$ cat config.mk
export PLATFORM = sky130hd
export DESIGN_NAME = one_to_8_demux
export DESIGN_NICKNAME = d
export VERILOG_FILES = /design/src/rtl/one_to_8_demux.sv
export SDC_FILE = /design/constraint.sdc
export NUM_CORES = 1
export LEC_CHECK = 0
export CORE_AREA = 2 2 39 41
export CTS_CLUSTER_SIZE = 25
export DETAILED_ROUTE_END_ITERATION = 10
export DIE_AREA = 0 0 41 43
export PLACE_DENSITY = 0.68
export SYNTH_ARGS = -nofsm -noshare
export SYNTH_HDL_FRONTEND = slang
export SYNTH_SLANG_ARGS = --single-unit
$ cat constraint.sdc
create_clock -name clk -period 0.8 [get_ports clk]
set_clock_uncertainty 0.05 [all_clocks]
set_input_delay 0.08 -clock clk [delete_from_list [all_inputs] [get_ports clk]]
set_output_delay 0.08 -clock clk [all_outputs]
set_load 0.005 [all_outputs]
$ cat src/rtl/one_to_8_demux.sv
// One-to-eight demultiplexer: routes a DATA_W-bit input onto one of eight lanes
// selected by sel, with either registered or purely combinational outputs.
module one_to_8_demux #(
    parameter int DATA_W     = 1,
    parameter bit REGISTERED = 1'b1
) (
    input  logic                clk,
    input  logic                rst,
    input  logic                en,
    input  logic [DATA_W-1:0]   a,
    input  logic [2:0]          sel,
    output logic [8*DATA_W-1:0] out,
    output logic                out_valid
);

    logic [8*DATA_W-1:0] route;

    // NOTE: assign a default before any conditional write in always_comb so no latch is inferred.
    always_comb begin
        route = '0;
        route[sel*DATA_W +: DATA_W] = a;
    end

    generate
        if (REGISTERED) begin : g_reg
            logic [8*DATA_W-1:0] out_q;
            logic                valid_q;

            // NOTE: sequential state uses non-blocking assignments so every flop samples pre-edge values.
            always_ff @(posedge clk or posedge rst) begin
                if (rst) begin
                    out_q   <= '0;
                    valid_q <= 1'b0;
                end else if (en) begin
                    out_q   <= route;
                    valid_q <= 1'b1;
                end else begin
                    valid_q <= 1'b0;
                end
            end

            assign out       = out_q;
            assign out_valid = valid_q;
        end else begin : g_comb
            // clk is intentionally unused here; rst still forces the outputs low.
            logic unused_clk;
            assign unused_clk = clk;

            always_comb begin
                out       = '0;
                out_valid = 1'b0;
                if (en && !rst) begin
                    out       = route;
                    out_valid = 1'b1;
                end
            end
        end
    endgenerate

endmodule

## Yosys cells after proc, flatten, opt, wreduce, memory -nomap -nowiden

Cells that the tools add are included.

| cells by class | value |
|---|---|
| add/subtract/negate cells | 1 |
| $mul | 0 |
| divide/modulo/power cells | 0 |
| order comparisons | 0 |
| equality and inequality tests | 0 |
| shift-type cells | 2 |
| muxes and demuxes | 1 |
| bitwise operators | 1 |
| reduce and logical (&&, ||, !) cells | 0 |

Operator list:

| kind | number |
|---|---|
| negation 3 -> 34 bit | 1 |
| variable shift 1 x 34 -> 8 bit, first input constant | 1 |
| variable part select 1 x 34 -> 8 bit | 1 |
| AND 8 bit | 1 |
| 2-to-1 mux 1 bit | 1 |

| word-level totals | value |
|---|---|
| register bits | 9 |
| latch bits | 0 |
| bits in writable memories | 0 |
| bits in read-only memories | 0 |
| input port bits | 7 |
| output and inout bits | 9 |
| word-level logic and storage cells | 7 |
| memories kept | 0 |

## Longest topological paths before layout

Gate-level depths: netlist of run 1.

| depth | value |
|---|---|
| depth after elaboration | 3 |
| gate-level depth with buffers | 5 |
| gate-level depth less buffers | 5 |

## Worst setup path before layout of run 1

Ideal clock, no wire load.

| timing path | value |
|---|---|
| path kind | in2reg |
| start | input port sel[0] |
| end | register g_reg.out_q[0] (netlist: out[0]) |
| setup time | 66 ps |
| arrival | 1058 ps |
| required time | 684 ps |
| path slack | -375 ps |
| stages | 5 |
| buffers on the path | 0 |
| path through | inv_1 > ha_1 > ha_1 > nor4b_1 > a41o_1 |

| between the ends | value |
|---|---|
| word-level cells in the longest chain between the ends | 3 |
| elaborated cells on any way between the ends | 4 |
| classes of those cells | add/sub (1); shift (2); bitwise (1) |

Ends and longest elaborated chain:

| item | line | RTL |
|---|---|---|
| from (decl) | 11 | `input logic [2:0] sel,` |
| negation 3 -> 34 bit * | 21 | `route[sel*DATA_W +: DATA_W] = a;` |
| variable part select 1 x 34 -> 8 bit or variable shift 1 x 34 -> 8 bit (tied branches) | 21 |  |
| AND 8 bit (no source line) * | -- |  |
| to (signal assigned) | 35 | `out_q <= route;` |
| to (decl) | 26 | `logic [8*DATA_W-1:0] out_q;` |

Every way passes the cells marked *; elsewhere a longest branch is shown, timed or not.
A chain may end at the register's enable or synchronous reset.

==> impl_summary.log, run 1 <==
INFO  metric layout-drive-gt1-share = 64.4%
INFO  metric synthToLayoutAreaGrowth = 78.1%
INFO  metric yosysUniqueCellTypes = 17
INFO  metric min_period_over_period = 114%
INFO  metric dp_slack = -0.920 ns
INFO  metric worst_hold_path_type = input port to async pin
INFO  metric crit_path_max_incr_delay = ~0.4 ns
INFO  metric post-route-util = between 60 and 70%
INFO  metric finalWorstPathRequiredPeriod = 0.909 ns
INFO  metric totalWireLength = 1210 um
INFO  metric floorplan.core_area = 1380 sq um
INFO  metric critPathSlowestCell = sky130_fd_sc_hd__dfrtp_1
INFO  metric detailedPlacementHpwl = roughly 780 um
INFO  metric setup-violations-final = 14
INFO  metric timing_worst_slew_pin_value = ~0.29 ns
INFO  metric clock_power_share = a little over 30%
INFO  metric row_count = 14
INFO  metric worst_path_dominant_cell_family = flip-flops
INFO  metric timing.critical_path.cells = buf_4 -> buf_6 -> inv_2 -> o22ai_1
INFO  metric switchingPower = just under 0.3 mW
INFO  metric syn_inst = 43
INFO  metric gp_routability_congestion = ~0.77
INFO  metric worst_r2r_path_depth = 4
INFO  metric antenna_violations_before_repair = 0
INFO  metric totalPowerFinal = between 1 and 1.5 mW
INFO  metric report.final.slew_viol_count = 0
INFO  metric synth_area_per_cell = around 11 sq um
INFO  metric critPathBufInv = 3
INFO  metric internal_power_of_the_cells = 0.833 mW
INFO  metric io-pin-count = 16
INFO  metric critical_path.reg2reg.startpoint = out[3]$_DFFE_PP0P_
INFO  metric synthesis.yosys.warnings = 0
INFO  metric instance_area_at_placement = about 740 sq um
INFO  metric drt_pass1_iterations = 6
INFO  metric max-vdd-ir-drop = between 0.6 and 0.7 mV
INFO  metric buffer_ports.inserted = 15
INFO  metric grt_max_degree = 10
INFO  metric cp-end-kind = flop
INFO  metric finish.net_count = between 80 and 90
INFO  metric antenna_cells_inserted = 0
INFO  metric root_buffer = sky130_fd_sc_hd__clkbuf_4
INFO  metric cts-buffers-inserted = 3
INFO  metric yosys_register_bits = 9
INFO  metric final_hold_viol_count = 0
INFO  metric mappedNetlistArea = ~480 sq um
INFO  metric path_max_fanout = 2
INFO  metric cts.path.max_buffers = 2
INFO  metric grt_pass1_wl = about 1900 um
INFO  metric netSwitchingFraction = a little over a quarter
INFO  metric p_leak = 0.412 nW
INFO  metric run_status = complete, but fails checks
INFO  metric drcViolationCount = 0
INFO  metric via_count_of_the_first_global_routing_pass = 420
INFO  metric number_of_drc_markers_after_the_initial_detailed_route_iteration = 14
INFO  metric starting_density_of_the_core = 34.6%
INFO  metric worst_slew_margin_rel = around four fifths
INFO  metric ys_seq_area_share = a little under half
INFO  metric sequential_power_share = a little over two fifths
INFO  metric cp_data_required_time = 0.89 ns
INFO  metric floorplan.die_area = 1760 sq um
INFO  metric final_cell_area = 853 sq um
INFO  metric cts_tree = done
INFO  metric failed_checks = setup timing
INFO  metric die_width = between 40 and 50 um
INFO  metric global_route.overflow_total = 0
INFO  metric timing.rr.end = out[3]$_DFFE_PP0P_
INFO  metric net_count_after_synthesis = between 50 and 60
INFO  metric cts.clk_slew.worst_paths = ~0.060 ns
INFO  metric finalWorstSetupSlack = -0.109 ns
INFO  metric cts.hold.buffers_added = 0
INFO  metric max_cap_violations = 0
INFO  metric power_frac_comb = 26.8%
INFO  metric dr_total_vias = around 460
INFO  metric grt_usage = between 10% and 20%
INFO  metric max_clock_freq = approximately 1.1 GHz
INFO  metric drt-vias-per-instance = 5.12
INFO  metric clock_tree.htree_level_count = 1
INFO  metric wl_per_cell = ~14 um
INFO  metric setup.worst_path.class = flop to flop
INFO  metric die-height = 43 um
INFO  metric setup.reg_to_reg.worst_slack = -0.11 ns
INFO  metric pwr_density_cell = ~1300 nW/um^2
INFO  metric n_fill_cell = 120
INFO  metric cp_data_arrival_time = 1.00 ns
INFO  metric rsz0062_at_grt = true
INFO  metric clk-insertion-delay-late = between 0.2 and 0.3 ns
INFO  metric numClockSinks = 9
INFO  metric ant_nets = 0
INFO  metric critPathLaunchType = flop
-- cell usage in the layout, fill, tap and decap left out, drive strengths merged --
master and count:
clkdlybuf4s50 1, a41o 1, nand4b 2, and2b 1
buf 23, o32ai 2, inv 10, nor4b 1
nand2 1, nand2b 3, o31ai 1, ha 3
o22ai 4, nor2 1, nand4bb 3, clkbuf 5
dlygate4sd2 2, dfrtp 9
-- logic make-up (layout without fill, tap and decap cells) --
kind of cell    count (synthesis)  after routing  synth area share [%]
simple gates                   12             12                  20.9
flops                           9              9                  47.0
compound gates                  8              8                  14.1
buf+inv                        11             41                  10.2
fa+ha+maj                       3              3                  7.83
-- layer usage --
metal	vias up	track usage, %	part of all wire [%]	routed length [um]
li1	213	-	-	-
met1	216	19.0	37	454
met2	21	23.1	52	629
met3	6	4.71	5.6	68
met4	0	12.0	5.0	61
met5	-	0	0	0
-- worst max-delay path by stage --
| stage | startpoint | end | slack [ns] | cells past startpoint |
|---|---|---|---|---|
| after detailed placement | sel[0] | out[6]$_DFFE_PP0P_ | -0.92 | 6 |
| final | out[3]$_DFFE_PP0P_ | out[3]$_DFFE_PP0P_ | -0.11 | 4 |
| after CTS | sel[0] | out[6]$_DFFE_PP0P_ | -0.16 | 6 |
| after floorplan | sel[0] | out[6]$_DFFE_PP0P_ | -0.19 | 5 |
| after global routing | sel[0] | out[6]$_DFFE_PP0P_ | -0.14 | 6 |
| after global placement | sel[0] | out[6]$_DFFE_PP0P_ | -0.90 | 6 |
-- repair_timing --
action | CTS | global route
endpoints found under the setup margin | 17 | 17
setup buffers | 5 | 2
gates cloned | 0 | 0
gates resized for setup | 57 | 14
pin swaps | 6 | 5
-- worst min-delay path: cells and delay by family --
family | cells | cell delay [ns]
buffers and inverters | 3 | 0.62
-- Yosys cell counts --
cell type / number / area, sq um
sky130_fd_sc_hd__dfrtp_1: 9 / 225
sky130_fd_sc_hd__nor2_1: 1 / 3.75
sky130_fd_sc_hd__nand4b_1: 1 / 8.76
sky130_fd_sc_hd__o32ai_2: 1 / 16.3
sky130_fd_sc_hd__buf_6: 1 / 11.3
sky130_fd_sc_hd__a41o_1: 1 / 10.0
sky130_fd_sc_hd__nand4b_2: 1 / 15.0
sky130_fd_sc_hd__inv_1: 10 / 37.5
sky130_fd_sc_hd__o32ai_1: 1 / 8.76
sky130_fd_sc_hd__nand4bb_1: 3 / 33.8
sky130_fd_sc_hd__nand2_1: 1 / 3.75
sky130_fd_sc_hd__o31ai_1: 1 / 7.51
sky130_fd_sc_hd__and2b_1: 1 / 7.51
sky130_fd_sc_hd__o22ai_1: 4 / 25.0
sky130_fd_sc_hd__nor4b_1: 1 / 8.76
sky130_fd_sc_hd__ha_1: 3 / 37.5
sky130_fd_sc_hd__nand2b_1: 3 / 18.8
-- state kept, by name, summed over array words and instances, names as in the netlist --
name / cells
out: 8
out_valid: 1
-- power groups by stage --
stage / Combinational [mW] / Clock, mW / Sequential, mW
after detailed placement: 0.249 / 0 / 0.489
after floorplan: 0.124 / 0 / 0.491
after CTS: 0.267 / 0.354 / 0.479
final: 0.302 / 0.345 / 0.479
after global routing: 0.327 / 0.378 / 0.481
after global placement: 0.246 / 0 / 0.488
-- stage by stage --
step           std cells  hold WS, ns  TNS (ns)
3_3_place_gp          78        0.341     -7.97
6_report              89       0.0676     -1.08
3_5_place_dp          78        0.350     -8.21
4_1_cts               87       0.0737     -1.11
5_1_grt               89       0.0706     -1.58
2_1_floorplan         43       -0.142    -0.922
-- layout make-up --
class / instances / area (sq um) / share of cell area [%]
multi-input combinational: 23 / 304 / 35.6
tap: 16 / 20.0 / 2.35
inverter: 10 / 55.1 / 6.45
sequential: 9 / 225 / 26.4
timing repair buffer: 27 / 223 / 26.1
clock buffer: 4 / 26.3 / 3.08
No activity file was read; power rests on OpenSTA's default activity.
==> run 2: changes to the inputs <==
CORE_AREA = unset   (was 2 2 39 41)
CORE_MARGIN = 1   (was unset)
CORE_UTILIZATION = 35   (was unset)
DIE_AREA = unset   (was 0 0 41 43)
PLACE_DENSITY = 0.66   (was 0.68)
==> run 2 against run 1 <==
The run still ends with setup timing left. Count of clock-buffer cells in the layout did not move. Utilization grew 5.3 points. Sequential power is essentially flat. Hold slack worse by 0.040 ns. Fmax down 1.6%. Via count down 6.1%. Critical path depth up 2. Register-to-register slack is essentially flat. Combinational power down 8.6%. Clock power is essentially flat. Design area decreased by 6.9%. First-iteration DRC count is 86% lower. Critical path type is now input port to flop. Largest power group unchanged.
==> impl_summary.log, run 2 (same netlist as run 1, synthesis figures left out) <==
INFO  metric run_status = complete, but fails checks
INFO  metric failed_checks = setup timing
INFO  metric instance_area_at_placement = 729 sq um (-2.0%)
INFO  metric numClockSinks = 9 (unchanged)
INFO  metric floorplan.die_area = 1520 sq um (-14%)
INFO  metric worst_slew_margin_rel = 75.4% (-5.4 points)
INFO  metric antenna_cells_inserted = 0 (unchanged)
INFO  metric p_leak = 0.383 nW (-6.9%)
INFO  metric via_count_of_the_first_global_routing_pass = 474 (+13%)
INFO  metric wl_per_cell = 14.0 um (+2.6%)
INFO  metric cts_tree = done
INFO  metric die-height = 39 um (-9.3%)
INFO  metric row_count = 12 (-2)
INFO  metric detailedPlacementHpwl = 829 um (+6.1%)
INFO  metric post-route-util = 67.0% (+5.3 points)
INFO  metric dr_total_vias = 428 (-6.1%)
INFO  metric min_period_over_period = 115% (+1.8 points)
INFO  metric timing_worst_slew_pin_value = 0.367 ns (+0.0789 ns)
INFO  metric totalPowerFinal = 1.10 mW (-2.2%)
INFO  metric finalWorstSetupSlack = -0.123 ns (-0.0146 ns)
INFO  metric gp_routability_congestion = 0.723 (-6.1%)
INFO  metric report.final.slew_viol_count = 0 (unchanged)
INFO  metric synthToLayoutAreaGrowth = 65.8%
INFO  metric grt_pass1_wl = 1840 um (-2.2%)
INFO  metric clk-insertion-delay-late = 0.26 ns (about the same)
INFO  metric cts.hold.buffers_added = 0 (unchanged)
INFO  metric final_hold_viol_count = 0 (unchanged)
INFO  metric finalWorstPathRequiredPeriod = 0.923 ns (+0.0146 ns)
INFO  metric worst_hold_path_type = input port to async pin
INFO  metric grt_usage = 18.3% (+2.3 points)
INFO  metric drt_pass1_iterations = 2 (-4)
INFO  metric floorplan.core_area = 1190 sq um (-14%)
INFO  metric cts.path.max_buffers = 2 (unchanged)
INFO  metric max_cap_violations = 0 (unchanged)
INFO  metric drt-vias-per-instance = 5.16 (+0.64%)
INFO  metric switchingPower = 0.287 mW (-2.0%)
INFO  metric root_buffer = sky130_fd_sc_hd__clkbuf_4
INFO  metric setup-violations-final = 16 (+2)
INFO  metric cts-buffers-inserted = 3 (unchanged)
INFO  metric grt_max_degree = 10 (unchanged)
INFO  metric cts.clk_slew.worst_paths = 0.06 ns (about the same)
INFO  metric power_frac_comb = 25.0% (-1.8 points)
INFO  metric critPathLaunchType = input port
INFO  metric die_width = 39 um (-4.9%)
INFO  metric drcViolationCount = 0 (unchanged)
INFO  metric max_clock_freq = 1.08 GHz (-1.6%)
INFO  metric rsz0062_at_grt = true
INFO  metric totalWireLength = 1160 um (-4.3%)
INFO  metric pwr_density_cell = 1390 nW/um^2 (+5.0%)
INFO  metric number_of_drc_markers_after_the_initial_detailed_route_iteration = 2 (-12)
INFO  metric clock_power_share = 31.4% (+0.8 points)
INFO  metric ant_nets = 0 (unchanged)
INFO  metric global_route.overflow_total = 0 (unchanged)
INFO  metric buffer_ports.inserted = 15 (unchanged)
INFO  metric max-vdd-ir-drop = 1.34 mV (+100%)
INFO  metric starting_density_of_the_core = 40.4% (+5.8 points)
INFO  metric path_max_fanout = 5 (+3)
INFO  metric max_ffs_per_register = 8 (unchanged)
INFO  metric internal_power_of_the_cells = 0.813 mW (-2.3%)
INFO  metric layout-drive-gt1-share = 58.0% (-6.4 points)
INFO  metric final_cell_area = 795 sq um (-6.9%)
INFO  metric setup.worst_path.class = input port to flop
INFO  metric antenna_violations_before_repair = 0 (unchanged)
INFO  metric netSwitchingFraction = 26.1% (+0.073 points)
INFO  metric most-common-layout-cells = 9 x sky130_fd_sc_hd__dfrtp_1, 9 x sky130_fd_sc_hd__buf_2, 7 x sky130_fd_sc_hd__buf_4, 6 x sky130_fd_sc_hd__inv_1, 4 x sky130_fd_sc_hd__o22ai_2
INFO  metric sequential_power_share = 43.6% (+1.0 points)
INFO  metric clock_tree.htree_level_count = 1 (unchanged)
INFO  metric io-pin-count = 16 (unchanged)
INFO  metric finish.net_count = 80 (-4.8%)
INFO  metric cp_data_required_time = 0.92 ns (+0.03 ns)
INFO  metric cp-end-kind = flop
INFO  metric cp_data_arrival_time = 1.04 ns (+0.04 ns)
[run 2: power by group through the flow]
stage          combinational (mW)  sequential [mW]  clock, mW
6_report                    0.276            0.480      0.345
5_1_grt                     0.297            0.481      0.382
4_1_cts                     0.250            0.480      0.351
3_5_place_dp                0.243            0.490          0
3_3_place_gp                0.236            0.488          0
2_1_floorplan               0.124            0.491          0
[run 2: area by class of cell]
class	count	area (sq um)
inverters	10	55.1
multi-input cells	23	289
flip-flops and latches	9	225
fillers	90	392
clock buffers	4	26.3
well taps	14	17.5
repair buffers	23	181
[run 2: critical path, cell delays in order]
cell                        delay, ns
sky130_fd_sc_hd__buf_12          0.09
sky130_fd_sc_hd__inv_12          0.03
sky130_fd_sc_hd__ha_4            0.15
sky130_fd_sc_hd__ha_4            0.26
sky130_fd_sc_hd__nand4bb_1       0.20
sky130_fd_sc_hd__o32ai_2         0.22
[run 2: final timing paths]
check | start | to | slack [ns] | cells past startpoint
hold / removal | rst | out[4]$_DFFE_PP0P_ | 0.03 | 2
hold reg to reg | out[6]$_DFFE_PP0P_ | out[6]$_DFFE_PP0P_ | 0.49 | 2
setup reg to reg | out[0]$_DFFE_PP0P_ | out[0]$_DFFE_PP0P_ | -0.10 | 2
max in group asynchronous | rst | out[5]$_DFFE_PP0P_ | 0.43 | 2
min in group clk | sel[1] | out[4]$_DFFE_PP0P_ | 0.21 | 3
setup / recovery | sel[0] | out[6]$_DFFE_PP0P_ | -0.12 | 6
[run 2: metal layers]
layer	track usage [%]	wire (um)	vias to the layer above
li1	-	-	204
met1	15.7	447	202
met2	34.6	609	18
met3	6.36	69	4
met4	12.1	35	0
met5	0	0	-
[run 2: what timing repair did]
action / CTS / global route
setup endpoints to repair: 17 / 17
endpoints found under the hold margin: 0 / 0
buffers inserted: 1 / 2
pin swaps: 8 / 3
resized for setup: 58 / 7
[run 2: through the flow]
stage          setup WS, ns  setup TNS [ns]  instances  hold WS [ns]
2_1_floorplan        -0.191          -0.922         43        -0.142
3_3_place_gp         -0.901           -8.31         76         0.299
3_5_place_dp         -0.971           -8.79         76         0.312
4_1_cts              -0.152           -1.26         81        0.0415
5_1_grt              -0.133           -1.76         83        0.0696
6_report             -0.123           -1.26         83        0.0279
